--- src/rtl/mem_stage.sv ---
// mem_stage: SPARC memory-access stage with one outstanding 64-bit big-endian bus transfer.
// Optional feature macro MEM_DOUBLE_EN enables LDD/STD; without it they raise wb_exc.
module mem_stage #(
  parameter int BUS_DATA_WIDTH = 64,
  parameter int ADDR_WIDTH     = 32
) (
  input  logic                      clk,
  input  logic                      reset,
  input  logic                      ex_ready,
  input  logic [31:0]               ex_alures,
  input  logic [1:0]                ex_op,
  input  logic [5:0]                ex_op3,
  input  logic [4:0]                ex_regD,
  input  logic [BUS_DATA_WIDTH-1:0] ex_valD,
  input  logic                      ex_regWrite,
  input  logic                      ex_regWriteDouble,
  output logic                      mem_ready,
  output logic                      dmem_req,
  output logic                      dmem_we,
  output logic [ADDR_WIDTH-1:0]     dmem_addr,
  output logic [BUS_DATA_WIDTH-1:0] dmem_wdata,
  output logic [7:0]                dmem_be,
  input  logic                      dmem_ack,
  input  logic [BUS_DATA_WIDTH-1:0] dmem_rdata,
  output logic                      wb_valid,
  output logic [4:0]                wb_rd,
  output logic [BUS_DATA_WIDTH-1:0] wb_data,
  output logic                      wb_regWrite,
  output logic                      wb_regWriteDouble,
  output logic                      wb_exc
);

`ifdef MEM_DOUBLE_EN
  localparam bit DBL_EN = 1'b1;
`else
  localparam bit DBL_EN = 1'b0;
`endif

  typedef enum logic [1:0] {SZ_B, SZ_H, SZ_W, SZ_D} size_t;
  typedef enum logic {IDLE, BUSY} state_t;

  // Shifting left by the byte offset brings the addressed byte to bits [63:56].
  function automatic logic [63:0] f_load_lane(input logic [63:0] rdata, input size_t sz,
                                              input logic [2:0] off, input logic sgn);
    logic [63:0] sh;
    logic [31:0] v;
    sh = rdata << {off, 3'b000};
    case (sz)
      SZ_B:    v = {{24{sgn & sh[63]}}, sh[63:56]};
      SZ_H:    v = {{16{sgn & sh[63]}}, sh[63:48]};
      SZ_W:    v = sh[63:32];
      default: v = '0;
    endcase
    return (sz == SZ_D) ? rdata : {32'b0, v};
  endfunction

  function automatic logic [7:0] f_store_be(input size_t sz, input logic [2:0] off);
    case (sz)
      SZ_B:    return 8'h80 >> off;
      SZ_H:    return 8'hC0 >> off;
      SZ_W:    return 8'hF0 >> off;
      default: return 8'hFF;
    endcase
  endfunction

  function automatic logic [63:0] f_store_data(input size_t sz, input logic [63:0] val);
    case (sz)
      SZ_B:    return {8{val[7:0]}};
      SZ_H:    return {4{val[15:0]}};
      SZ_W:    return {2{val[31:0]}};
      default: return val;
    endcase
  endfunction

  state_t r_state, w_state_nxt;
  logic   w_is_mem, w_is_load, w_sgn, w_misalign, w_idle_take, w_exc, w_start;
  size_t  w_size;

  always_comb begin
    w_is_mem  = 1'b0;
    w_is_load = 1'b0;
    w_sgn     = 1'b0;
    w_size    = SZ_W;
    if (ex_op == 2'b11) begin
      w_is_mem = 1'b1;
      case (ex_op3)
        6'b000000: w_is_load = 1'b1;
        6'b000001: begin w_is_load = 1'b1; w_size = SZ_B; end
        6'b000010: begin w_is_load = 1'b1; w_size = SZ_H; end
        6'b000011: begin w_is_load = 1'b1; w_size = SZ_D; end
        6'b000100: w_size = SZ_W;
        6'b000101: w_size = SZ_B;
        6'b000110: w_size = SZ_H;
        6'b000111: w_size = SZ_D;
        6'b001001: begin w_is_load = 1'b1; w_sgn = 1'b1; w_size = SZ_B; end
        6'b001010: begin w_is_load = 1'b1; w_sgn = 1'b1; w_size = SZ_H; end
        default:   w_is_mem = 1'b0;
      endcase
    end
    case (w_size)
      SZ_H:    w_misalign = ex_alures[0];
      SZ_W:    w_misalign = |ex_alures[1:0];
      SZ_D:    w_misalign = (|ex_alures[2:0]) | ~DBL_EN;
      default: w_misalign = 1'b0;
    endcase
    w_idle_take = ex_ready & (r_state == IDLE);
    w_exc       = w_idle_take & w_is_mem & w_misalign;
    w_start     = w_idle_take & w_is_mem & ~w_misalign;
  end

  always_ff @(posedge clk) begin
    if (reset) r_state <= IDLE;
    else       r_state <= w_state_nxt;
  end

  always_comb begin
    w_state_nxt = r_state;
    mem_ready   = 1'b0;
    case (r_state)
      IDLE: begin
        mem_ready = 1'b1;
        if (w_start) w_state_nxt = BUSY;
      end
      BUSY:    if (dmem_ack) w_state_nxt = IDLE;
      default: w_state_nxt = IDLE;
    endcase
  end

  // Transfer context captured at accept, consumed when the ack returns.
  logic [2:0] r_off_p0;
  size_t      r_size_p0;
  logic       r_sgn_p0, r_load_p0, r_rw_p0;
  logic [4:0] r_rd_p0;

  always_ff @(posedge clk) begin
    if (w_start) begin
      r_off_p0  <= ex_alures[2:0];
      r_size_p0 <= w_size;
      r_sgn_p0  <= w_sgn;
      r_load_p0 <= w_is_load;
      r_rw_p0   <= ex_regWrite & w_is_load;
      r_rd_p0   <= ex_regD;
    end
  end

  logic                      r_req, r_we, r_wb_valid, r_wb_exc, r_wb_rw, r_wb_rwd;
  logic [ADDR_WIDTH-1:0]     r_addr;
  logic [BUS_DATA_WIDTH-1:0] r_wdata, r_wb_data;
  logic [7:0]                r_be;
  logic [4:0]                r_wb_rd;

  always_ff @(posedge clk) begin
    if (reset) begin
      r_req      <= 1'b0;
      r_we       <= 1'b0;
      r_addr     <= '0;
      r_wdata    <= '0;
      r_be       <= '0;
      r_wb_valid <= 1'b0;
      r_wb_exc   <= 1'b0;
      r_wb_rd    <= '0;
      r_wb_data  <= '0;
      r_wb_rw    <= 1'b0;
      r_wb_rwd   <= 1'b0;
    end else begin
      r_wb_valid <= 1'b0;
      r_wb_exc   <= 1'b0;
      if (w_exc) begin
        r_wb_valid <= 1'b1;
        r_wb_exc   <= 1'b1;
        r_wb_rd    <= ex_regD;
        r_wb_rw    <= 1'b0;
        r_wb_rwd   <= 1'b0;
      end else if (w_idle_take && !w_is_mem) begin
        r_wb_valid <= 1'b1;
        r_wb_data  <= {32'b0, ex_alures};
        r_wb_rd    <= ex_regD;
        r_wb_rw    <= ex_regWrite;
        r_wb_rwd   <= ex_regWriteDouble;
      end else if (w_start) begin
        r_req   <= 1'b1;
        r_we    <= ~w_is_load;
        r_addr  <= ADDR_WIDTH'({ex_alures[31:3], 3'b000});
        r_be    <= f_store_be(w_size, ex_alures[2:0]);
        r_wdata <= f_store_data(w_size, ex_valD);
      end else if (r_state == BUSY && dmem_ack) begin
        r_req      <= 1'b0;
        r_we       <= 1'b0;
        r_wb_valid <= 1'b1;
        r_wb_rd    <= r_rd_p0;
        r_wb_rw    <= r_rw_p0;
        r_wb_rwd   <= r_load_p0 && (r_size_p0 == SZ_D);
        if (r_load_p0) r_wb_data <= f_load_lane(dmem_rdata, r_size_p0, r_off_p0, r_sgn_p0);
      end
    end
  end

  assign dmem_req          = r_req;
  assign dmem_we           = r_we;
  assign dmem_addr         = r_addr;
  assign dmem_wdata        = r_wdata;
  assign dmem_be           = r_be;
  assign wb_valid          = r_wb_valid;
  assign wb_exc            = r_wb_exc;
  assign wb_rd             = r_wb_rd;
  assign wb_data           = r_wb_data;
  assign wb_regWrite       = r_wb_rw;
  assign wb_regWriteDouble = DBL_EN & r_wb_rwd;

endmodule

--- config.mk ---
export PLATFORM = sky130hd
export DESIGN_NAME = mem_stage
export DESIGN_NICKNAME = d
export VERILOG_FILES = /design/src/rtl/mem_stage.sv
export SDC_FILE = /design/constraint.sdc
export NUM_CORES = 1
export LEC_CHECK = 0
export CORE_MARGIN = 3
export CORE_UTILIZATION = 49
export DETAILED_ROUTE_END_ITERATION = 16
export PLACE_DENSITY_LB_ADDON = 0.05
export SYNTH_ARGS = -nofsm -noshare
export SYNTH_HDL_FRONTEND = slang
export SYNTH_SLANG_ARGS = --single-unit
--- constraint.sdc ---
create_clock -name clk -period 4.1 [get_ports clk]
set_input_delay 0.82 -clock clk [delete_from_list [all_inputs] [get_ports clk]]
set_output_delay 0.82 -clock clk [all_outputs]
set_load 0.01 [all_outputs]
Yosys cells after proc, flatten, opt, wreduce, memory -nomap -nowiden --
Index checks and enable logic that the tools add are counted.
Storage, ports and cells: register bits after elaboration 189, latch bits 0, bits in writable memories 0, bits in read-only memories 0, bits of input ports 179, memories 0
Operators by class: $add $sub $neg 0, $mul 0, divide/modulo/power cells 0, $lt $le $gt $ge 0, eq/ne operators 18, shifts and indexed selects 4, multiplexer cells 35, bitwise operators 11, reduce and logical (&&, ||, !) cells 23
Operators by type and width (number):
- 64-bit two-way mux | 5
- 64-bit case mux with 3 select lines | 1
- 32-bit case mux with 3 select lines | 1
- 64-bit by 6-bit left shift with 64-bit output | 1
- 6-bit by 3-bit equality test with 1-bit output (second input constant) | 4
- 8-bit case mux with 3 select lines | 1
- 8-bit by 3-bit >> shifter with 8-bit output (first input constant) | 3
- 5-bit two-way mux | 4
- 1-bit two-way mux | 19
- 6-bit by 2-bit equality test with 1-bit output (second input constant) | 2
- 6-bit by 4-bit equality test with 1-bit output (second input constant) | 2
- 2-bit equality test (second input constant) | 5
- 10-bit OR reduction | 1
- 2-bit OR reduction | 4
- 1-bit AND | 6
- 6-bit by 1-bit equality test with 1-bit output (second input constant) | 1
- 6-bit zero test | 1
- 2-bit case mux with 3 select lines | 1
- 3-bit AND reduction | 2
- 2-bit nonzero test | 3
- 3-bit OR reduction | 2
- 6-bit OR reduction | 1
- 1-bit inverter | 5
- 2-bit by 1-bit equality test with 1-bit output (second input constant) | 2
- 11 further kinds | 14

Logic depth before layout (Yosys ltp) --
Gate-level depths: netlist of the first run.
depth in word-level cells 11, depth in mapped cells 13, mapped depth without buffers 11

Worst setup path before layout of the first run --
OpenSTA, ideal clock, no wires.
path type input-to-reg, from in ex_op3[4], to reg r_load_p0, enable pin, library setup time 341 ps, data arrival time 2600 ps, required time 3759 ps, setup slack 1159 ps, cell stages on the path 10, cells stage by stage and4bb_2 nand3_1 inv_1 ha_1 clkbuf_1 o21bai_1 nand2_1 inv_2 buf_2 buf_2
Between the ends: cells in the longest elaborated chain, start to end 8, elaborated cells on any way between the ends 25, classes of those cells eq/ne (12); mux (5); bitwise (3); reduce/logical (5)
Ends and longest elaborated chain:
- start, declared | line 12 | input logic [5:0] ex_op3,
- 6-bit by 4-bit equality test with 1-bit output, or another cell as far along | line 86 | case (ex_op3)
- 3-bit OR reduction (no source line) / 2-bit OR reduction (equally long branches)
- 2-bit case mux with 3 select lines (*) | line 86
- 2-bit two-way mux (*) | line 84 | if (ex_op == 2'b11) begin
- named net w_size[0] | line 77 | size_t w_size;
- 2-bit equality test / 2-bit by 1-bit equality test with 1-bit output (equally long branches) | line 100 | case (w_size)
- 1-bit case mux with 3 select lines (*) | line 100
- 1-bit inverter (*) | line 108 | w_start = w_idle_take & w_is_mem & ~w_misalign;
- 1-bit AND (*) | line 108
- named net w_start | line 76 | logic w_is_mem, w_is_load, w_sgn, w_misalign, w_idle_take, w_exc, w_start;
- end signal, assigned | line 140 | r_load_p0 <= w_is_load;
- end, declared | line 132 | logic r_sgn_p0, r_load_p0, r_rw_p0;
The timed path passes the listed nets; every way through them passes the cells marked *. A chain may end at the register's enable or synchronous reset.

Worst setup path in the final report of the first run --
from in ex_op3[4], to reg r_wdata[35], in the netlist dmem_wdata[35]
Between the ends: cells in the longest elaborated chain, start to end 9, elaborated cells on any way between the ends 33, classes of those cells eq/ne (12); mux (6); bitwise (6); reduce/logical (9)
Ends and longest elaborated chain:
- 6-bit by 4-bit equality test with 1-bit output, or another cell as far along | line 86
- 3-bit OR reduction (no source line) / 2-bit OR reduction (equally long branches)
- 2-bit case mux with 3 select lines (*) | line 86
- 2-bit two-way mux (*) | line 84
- named net w_size[0] | line 77
- 2-bit equality test, or another cell as far along | line 100
- 1-bit case mux with 3 select lines | line 100
- 1-bit AND / 1-bit inverter (equally long branches) | line 107, 108
- 1-bit inverter (no source line) / 1-bit AND (equally long branches)
- 3-bit AND reduction (no source line)
- end signal, assigned | line 185 | r_wdata <= f_store_data(w_size, ex_valD);
- end, declared | line 148 | logic [BUS_DATA_WIDTH-1:0] r_wdata, r_wb_data;
Marked as above.

==> results.yml, run 1 <==
outcome:
  status: "finished clean"
logic_synthesis:
  avgSynthCellArea_um2: 8.09
  synthFlopType: "dfxtp_1"
  synth_top_area_share_pct: 34.8
  yosys_warnings: 0
  syn_inst: 1253
  async_flop_share_pct: 0
  ys_ff_latch: 189
  syn_area_um2: 10100
  synth-edff-count: 13
  yosysTopAreaCell: "dfxtp_1"
  ys_seq_area_share_pct: 38.6
  synth_cell_type_count: 61
  synthTopCellsByArea: "dfxtp_1 35%, nand2_1 7.9%, a21oi_1 6.6%"
placed_design:
  pre_cts_ws_ps: 229
  place_congestion: 0.945
  io_buffers: 353
  hpwl_um: 28000
  dp_cells: 1782
sta:
  relSlewSlack_pct: 17.2
  tightest_slew_ps: 1240
  postLayoutSetupSlackWorst_ps: 703
  fin_crit_ps: 3400
  finalSetupTns_ps: 0
  setup_viol: 0
  drv_slew: 0
  fin_crit_sh_pct: 82.8
  hold_ws_ps: 452
  hold_viol: 0
  fin_worst_skew_ps: 10.7
  fmax_mhz: 294
  rsz0062_at_grt: "false"
worst_setup_path:
  critPathRequiredTime_ps: 4470
  worstSetupEndpointType: "flop"
  critPathArrivalTime_ps: 3770
  crit_fanout: 32
  path_class: "primary input to flop"
  worstSetupStartpointType: "primary input"
clock_tree:
  cts_root_buffer: "clkbuf_16"
  cts_tree: "yes"
  path_clk_slew_ps: 90
  cts_buffers: 17
  ctsResizeCount: 0
  clockBufferDepth: 2
  hold_buffers: 0
  cts_htree_levels: 4
  cts.sinks: 189
  clkLatencyLatePin_ps: 440
  post_cts_buffers: 0
final_layout:
  drive_gt1_share_pct: 7.30
  multi_input_area_um2: 5620
  n_antenna_cell: 0
  nFillCells: 1664
  regArea_um2: 3910
  area_growth_pct: 40.9
  layout.nets: 1721
  finalNonFillerCells: 1814
grt:
  grt_overflow_total: 0
  grt_pass1_wl_um: 57400
  grt_antenna_before_repair: 1
  gr-usage-all-layers_pct: 32.5
  grt_max_degree: 102
  grt_pass1_vias: 10100
pwr:
  p_per_area_nw_per_um2: 291
  vdd_drop_max_mv: 0.279
  power_leakage_nw: 4.81
drt:
  num_vias: 10700
  via_per_inst: 5.91
  drc_errors: 0
  wl_per_cell_um: 20.7
  ant_nets: 0
  drtIter0Drc: 1087
  wl_um: 37600
  dr.pass1.iters: 6
floorplan:
  placementRows: 51
  start_util_pct: 50.9
  die_area_um2: 22400
  die_height_um: 150
  die_w_um: 150
  coreArea_um2: 19900
  ios: 359
run:
  max_cap_violations: 0
hold_path:
  hp-class: "flop to flop"
## registers in the layout, indices dropped and copies added (netlist names)
name	count
dmem_addr	29
dmem_be	8
dmem_req	1
dmem_wdata	64
dmem_we	1
r_load_p0	1
r_off_p0	3
r_rd_p0	5
r_rw_p0	1
r_sgn_p0	1
r_size_p0	2
r_state	1
wb_data	64
wb_exc	1
wb_rd	5
wb_regWrite	1
wb_valid	1
## synth_stat cells (7+ instances only)
master       n
nand2_1    212
dfxtp_1    176
a21oi_1    133
nand3_1     88
nor2_1      79
clkbuf_1    66
nor3_1      50
nand2b_1    48
o21ai_0     47
mux2i_1     45
a211oi_1    27
mux2_2      26
buf_2       25
a221oi_1    17
edfxtp_1    13
a221o_1     12
mux4_2      12
nor2b_1     12
o22ai_1     11
a21boi_0     9
a22oi_1      9
a311oi_1     9
a22o_1       8
buf_4        8
inv_1        8
a2111oi_0    7
buf_1        7
o2bb2ai_1    7
## cell type report
type	count	area share [%]
clock buffer	17	2.98
clock inverter	15	1.33
inverter	9	0.254
multi-input combinational	941	39.3
sequential	189	27.4
tap	265	2.32
timing repair buffer	378	26.4
## worst paths after layout
path	startpoint	slack (ps)	endpoint	cells after the start
worst max-delay path	ex_op3[4]	700	dmem_wdata[35]$_SDFFE_PP0P_	14
worst min-delay path	wb_data[43]$_SDFFE_PP0P_	450	wb_data[43]$_SDFFE_PP0P_	2
worst max register to register	r_off_p0[0]$_DFFE_PP_	1060	wb_data[5]$_SDFFE_PP0P_	6
worst min register to register	wb_data[43]$_SDFFE_PP0P_	450	wb_data[43]$_SDFFE_PP0P_	2
## cells in the final DEF (no fill, tap or decap), drive strengths merged, types with 11 or more instances in the layout
cell type / count
a211oi: 28
a21oi: 133
a221o: 12
a221oi: 17
buf: 26
clkbuf: 17
clkdlybuf4s50: 352
dfxtp: 176
edfxtp: 13
inv: 15
mux2: 26
mux2i: 45
mux4: 12
nand2: 212
nand2b: 48
nand3: 88
nor2: 79
nor2b: 12
nor3: 50
o21ai: 47
o22ai: 11
## critical path, stage by stage
cell and delay (ps):
clkdlybuf4s50_1 460, and4bb_2 280, nand3_1 280, inv_1 140
ha_1 230, a21oi_1 150, nor2_1 50, o21bai_1 220
buf_4 190, nand2_4 70, inv_4 310, buf_4 290
nor2_1 60, nor3_1 170
## per-stage QoR
| stage | util (%) | cell area, um2 | total power, W |
|---|---|---|---|
| finish | 71.8 | 14300 | 0.00416 |
| detailed placement | 68.7 | 13700 | 0.00249 |
| global route | 71.8 | 14300 | 0.00431 |
| floorplan | - | 10100 | 0.00215 |
| global placement | 68.7 | 13700 | 0.00249 |
| CTS | 71.8 | 14300 | 0.00418 |
## routing by layer
layer  vias to the layer above  GRT usage (%)  part of all wire (%)
met2                       546           50.9                    45
met3                        70           8.24                    11
met5                         -              0                 0.037
li1                       5074              -                     -
met4                         2           9.97                   2.7
met1                      5027           44.4                    41
## cell families after synthesis
logic type / Yosys count / share of synthesized area [%]
and+or+nand+nor: 511 / 22.8
AOI/OAI and AO/OA: 334 / 21.3
other: 1 / 0.0370
muxes: 83 / 10.0
DFF: 189 / 38.6
buffers and inverters: 126 / 6.23
adders and majority gates: 6 / 0.741
xor gates and xnor gates: 3 / 0.259
## power breakdown
part / switching (W) / leakage, nW / internal, W
clock: 0.000864 / 0.291 / 0.000834
combinational: 0.000267 / 2.97 / 0.000297
sequential: 0.0000159 / 1.55 / 0.00188
(Power assumes the default switching activity.)
==> run 2, diff against run 1 <==
Settings changed: CORE_UTILIZATION 49 to 41.
Clock period 4.1 ns to 3.1 ns, I/O delays scaled along.
==> run 2 against run 1 <==
Against the previous run: first-iteration DRC count is 9.8% lower; die area up 19%; power rose by 32%; sequential cell count did not move; utilization decreased by 10 points; critical path depth is 2 lower; cell count rose by 5.2%; global-route usage is 4.1 points lower; worst setup slack worse by 490 ps; sequential share of layout area down 0.80 points; clock-buffer cell count unchanged; critical path type unchanged; largest power group unchanged.
==> results.yml, run 2 (synthesized netlist as in run 1, its figures left out) <==
worst_setup_path:
  crit_fanout: 18
  worstSetupStartpoint: "ex_op3[4]"
  path_class: "primary input to flop"
  slowest_delay_ps: 470
  critPathArrivalTime_ps: 3210
  critPathRequiredTime_ps: 3420
  r2r_cells: 5
  timing.rr.start: "r_off_p0[1]$_DFFE_PP_"
  reg2reg_slack_ps: 350
  endpoint: "dmem_wdata[10]$_SDFFE_PP0P_"
  path_depth: 12
  crit_slowest_cell: "clkdlybuf4s50_1"
  worstSetupEndpointType: "flop"
  rr_endpoint: "wb_data[3]$_SDFFE_PP0P_"
  worstSetupStartpointType: "primary input"
  crit_buf_inv: 3
  crit_chain: "clkdlybuf4s50_1 > and4bb_2 > nand3_1 > inv_1 > ha_1 > a21oi_1 > nor2_1 > o21bai_2 > nand2_4 > buf_4 > a211oi_1 > nor3_1"
  path_delay_family: "simple AND/OR/NAND/NOR gates"
sta:
  drv_slew: 0
  rsz0062_at_grt: "false"
  fmax_mhz: 346
  hold_viol: 0
  fin_worst_skew_ps: 12.3
  tightest_slew_ps: 887
  fin_crit_sh_pct: 93.2
  relSlewSlack_pct: 40.8
  setup_viol: 0
  postLayoutSetupSlackWorst_ps: 211
  fin_crit_ps: 2890
drt:
  wl_per_cell_um: 20.6
  ant_nets: 0
  drtIter0Drc: 981
  via_per_inst: 5.67
  dr.pass1.iters: 5
  wl_um: 39300
  drc_errors: 0
  num_vias: 10800
final_layout:
  n_antenna_cell: 0
  final_cell_mix: "352 x clkdlybuf4s50_1, 211 x nand2_1, 176 x dfxtp_1"
  nFillCells: 2209
  drive_gt1_share_pct: 9.81
  area_growth_pct: 45.2
  final_common_cell: "clkdlybuf4s50_1"
  layout.nets: 1762
clock_tree:
  cts_root_buffer: "clkbuf_16"
  ctsResizeCount: 0
  path_clk_slew_ps: 80
  clockBufferDepth: 2
  cts_buffers: 17
  cts.sinks: 189
  clkLatencyLatePin_ps: 440
  hold_buffers: 0
  post_cts_buffers: 0
  cts_htree_levels: 4
  cts_tree: "yes"
grt:
  grt_max_degree: 67
  grt_overflow_total: 0
  gr-usage-all-layers_pct: 28.5
  grt_pass1_vias: 10100
  grt_pass1_wl_um: 59400
  grt_antenna_before_repair: 0
run:
  max_cap_violations: 0
hold_path:
  hp-start: "wb_data[59]$_SDFFE_PP0P_"
  hp-class: "flop to flop"
placed_design:
  place_congestion: 0.926
  hpwl_um: 29600
  io_buffers: 353
  pre_cts_ws_ps: -352
pwr:
  p_per_area_nw_per_um2: 373
  vdd_drop_max_mv: 0.326
  p_total_w: 0.00549
  power_leakage_nw: 5.04
floorplan:
  start_util_pct: 42.4
  die_w_um: 163
  die_height_um: 163
  placementRows: 56
  die_area_um2: 26600
  ios: 359
  coreArea_um2: 23900
outcome:
  status: "finished clean"
[run 2: cell count changes in the layout (fill, tap and decap cells not counted), sizes merged]
cell	delta
clkinvlp	-1
buf	+41
clkinv	+1
[run 2: metrics by stage]
step | TNS [ps] | utilization (%) | cells | instance area (um2) | hold WS, ps
2_1_floorplan | 0 | - | 1256 | 10100 | 476
3_3_place_gp | -29250 | 59.2 | 1877 | 14100 | 437
3_5_place_dp | -38730 | 59.2 | 1877 | 14100 | 442
4_1_cts | 0 | 61.6 | 1909 | 14700 | 453
5_1_grt | 0 | 61.6 | 1909 | 14700 | 467
6_report | 0 | 61.6 | 1909 | 14700 | 449
[run 2: worst register-to-register path, delay by kind of cell, from the launching register on]
| kind | cells | cell delay (ps) |
|---|---|---|
| DFF | 1 | 930 |
| buffers and inverters | 1 | 380 |
| AOI/OAI and AO/OA | 2 | 470 |
| muxes | 2 | 890 |
[run 2: power by group]
part	switching (W)	leakage, nW	internal, W	total (W)
sequential	0.0000197	1.55	0.00249	0.00251
combinational	0.000367	3.20	0.000410	0.000777
clock	0.00113	0.282	0.00107	0.00220
total	0.00152	5.04	0.00397	0.00549
[run 2: how the worst min path moves through the flow]
| stage | cells past startpoint | end |
|---|---|---|
| after floorplan | 2 | wb_data[32]$_SDFFE_PP0P_ |
| after detailed placement | 2 | dmem_wdata[19]$_SDFFE_PP0P_ |
| after global routing | 2 | dmem_wdata[63]$_SDFFE_PP0P_ |
| final | 2 | wb_data[59]$_SDFFE_PP0P_ |
| after global placement | 2 | wb_data[33]$_SDFFE_PP0P_ |
| after CTS | 2 | dmem_wdata[19]$_SDFFE_PP0P_ |
[run 2: final cells by class]
cell class	instances	area (um2)	area share (%)
multi-input cells	941	5630	38.2
repair buffers	419	4160	28.3
flip-flops and latches	189	3910	26.6
clock buffers	17	425	2.89
well taps	319	399	2.71
clock inverters	15	153	1.04
inverters	9	36.3	0.247
[run 2: per-layer routing]
metal | wire, um | share of wire (%) | global-route usage [%]
met2 | 17100 | 44 | 42.2
met1 | 17600 | 45 | 41.6
met5 | 0 | 0 | 0
met3 | 4000 | 10 | 7.00
met4 | 600 | 1.5 | 7.07
==> run 3, diff against run 2 <==
--- a/config.mk
+++ b/config.mk
@@ -9,2 +9,3 @@
 export CORE_UTILIZATION = 41
+export CTS_CLUSTER_DIAMETER = 100
 export DETAILED_ROUTE_END_ITERATION = 16
==> constraint.sdc (replaced) <==
create_clock -name clk -period 3.1 [get_ports clk]
set_input_delay 0.465 -clock clk [delete_from_list [all_inputs] [get_ports clk]]
set_output_delay 0.465 -clock clk [all_outputs]
set_load 0.01 [all_outputs]
==> run 3 against run 2 <==
Against the previous run: first-iteration DRC count is 7.2% lower; sequential cell count stayed put; sequential share of layout area is 0.088 points higher; cell count is 0.26% lower; global-route usage is 0.15 points lower; utilization is 0.20 points lower; clock power hardly changed; cell area is 0.33% lower; clock-buffer cell count is 1 higher; critical path depth is 1 lower; clock skew is 1.5 ps higher; die area stayed put; critical endpoint is now dmem_wdata[39]$_SDFFE_PP0P_; largest cell class unchanged; highest routed layer unchanged.
==> results.yml, run 3 (synthesized netlist as in run 1, its figures left out) <==
placed_design:
  post_dp_cell_area_um2: 14100
  dp_cells: 1872
  place_congestion: 0.923
  hpwl_um: 29600
  io_buffers: 353
final_layout:
  final_common_cell: "clkdlybuf4s50_1"
  drive_gt1_share_pct: 9.34
  layout.nets: 1757
  final_cell_mix: "352 x clkdlybuf4s50_1, 211 x nand2_1, 176 x dfxtp_1"
  area_growth_pct: 44.7
  n_antenna_cell: 0
  nFillCells: 2157
  regArea_um2: 3910
  finalNonFillerCells: 1904
  multi_input_area_um2: 5620
  stdcell_area_um2: 14700
drt:
  drtIter0Drc: 910
  via_per_inst: 5.63
  wl_per_cell_um: 20.6
  num_vias: 10700
  wl_um: 39300
  drc_errors: 0
  ant_nets: 0
  dr.pass1.iters: 7
clock_tree:
  post_cts_buffers: 0
  cts_buffers: 17
  cts_htree_levels: 4
  cts_root_buffer: "clkbuf_16"
  hold_buffers: 0
  cts_tree: "yes"
  clkLatencyLatePin_ps: 440
  clockBufferDepth: 2
  path_clk_slew_ps: 80
  ctsResizeCount: 0
  cts.sinks: 189
pwr:
  p_comb_share_pct: 14.1
  p_int_w: 0.00396
  vdd_drop_max_mv: 0.293
  switchingPower_w: 0.00149
  seqPwrFrac_pct: 46.0
  p_per_area_nw_per_um2: 371
  pwr-share-clk_pct: 39.9
  power_leakage_nw: 4.99
  p_sw_share_pct: 27.4
worst_setup_path:
  worstSetupEndpointType: "flop"
  critPathArrivalTime_ps: 3230
  worstSetupStartpointType: "primary input"
  critPathRequiredTime_ps: 3460
  path_class: "primary input to flop"
  crit_fanout: 11
  r2r_cells: 5
sta:
  fin_crit_ps: 2870
  hold_ws_ps: 422
  hold_viol: 0
  fmax_mhz: 349
  tightest_slew_ps: 854
  fin_worst_skew_ps: 13.8
  relSlewSlack_pct: 43.1
  setup_viol: 0
  drv_slew: 0
  fin_crit_sh_pct: 92.4
  rsz0062_at_grt: "false"
grt:
  gr-usage-all-layers_pct: 28.3
  grt_max_degree: 81
  grt_pass1_vias: 10000
  grt_pass1_wl_um: 58900
  grt_antenna_before_repair: 0
  grt_overflow_total: 0
floorplan:
  start_util_pct: 42.4
  coreArea_um2: 23900
  die_area_um2: 26600
  die_w_um: 163
  ios: 359
  die_height_um: 163
  placementRows: 56
run:
  max_cap_violations: 0
outcome:
  status: "finished clean"
hold_path:
  hp-class: "primary input to flop"
  min_path_cells: 2
==> run 3: cell types whose count changed in the layout (fill, tap and decap cells not counted), sizes merged <==
cell and delta:
clkinv -3, clkbuf +1, clkinvlp +2, buf -5
==> run 3: through the flow <==
step	setup WS, ps	TNS (ps)	power, W	utilization, %
final	235	0	0.00545	61.4
after global routing	1.69	0	0.00562	61.4
after CTS	237	0	0.00548	61.4
after detailed placement	-214	-17620	0.00332	59.0
after global placement	-145	-12350	0.00332	59.0
after floorplan	514	0	0.00285	-
==> run 3: layout make-up <==
cell class	count	area share (%)
multi-input combinational	941	38.3
timing repair buffer	414	28.2
sequential	189	26.7
clock buffer	18	2.93
tap	319	2.72
clock inverter	14	0.870
inverter	9	0.247
==> run 3: power groups by stage <==
stage | combinational, W | sequential (W) | clock [W]
floorplan | 0.000266 | 0.00258 | 0
global placement | 0.000755 | 0.00256 | 0
finish | 0.000768 | 0.00251 | 0.00217
CTS | 0.000760 | 0.00251 | 0.00221
global route | 0.000813 | 0.00251 | 0.00230
detailed placement | 0.000755 | 0.00256 | 0
==> run 3: final timing paths <==
path	startpoint	to	slack [ps]
hold / removal	reset	wb_data[13]$_SDFFE_PP0P_	420
setup / recovery	ex_op3[0]	dmem_wdata[39]$_SDFFE_PP0P_	230
setup reg to reg	r_off_p0[1]$_DFFE_PP_	wb_data[3]$_SDFFE_PP0P_	410
hold reg to reg	wb_data[42]$_SDFFE_PP0P_	wb_data[42]$_SDFFE_PP0P_	450
==> run 3: critical path, cell delays in order <==
cell,delay [ps]
clkdlybuf4s50_1,540
xor2_1,280
nand3_1,290
inv_1,160
ha_1,180
buf_4,190
or2_2,270
nor2_1,60
nor2_1,470
a221oi_1,160
nor3_1,160
==> run 3: metal layers <==
metal  up-vias  track usage [%]  routed length (um)
met1      5076             41.7               18000
met5         -                0                   0
met2       462             41.4               16900
met4         0             7.57                 810
met3        47             6.80                3620
li1       5125                -                   -
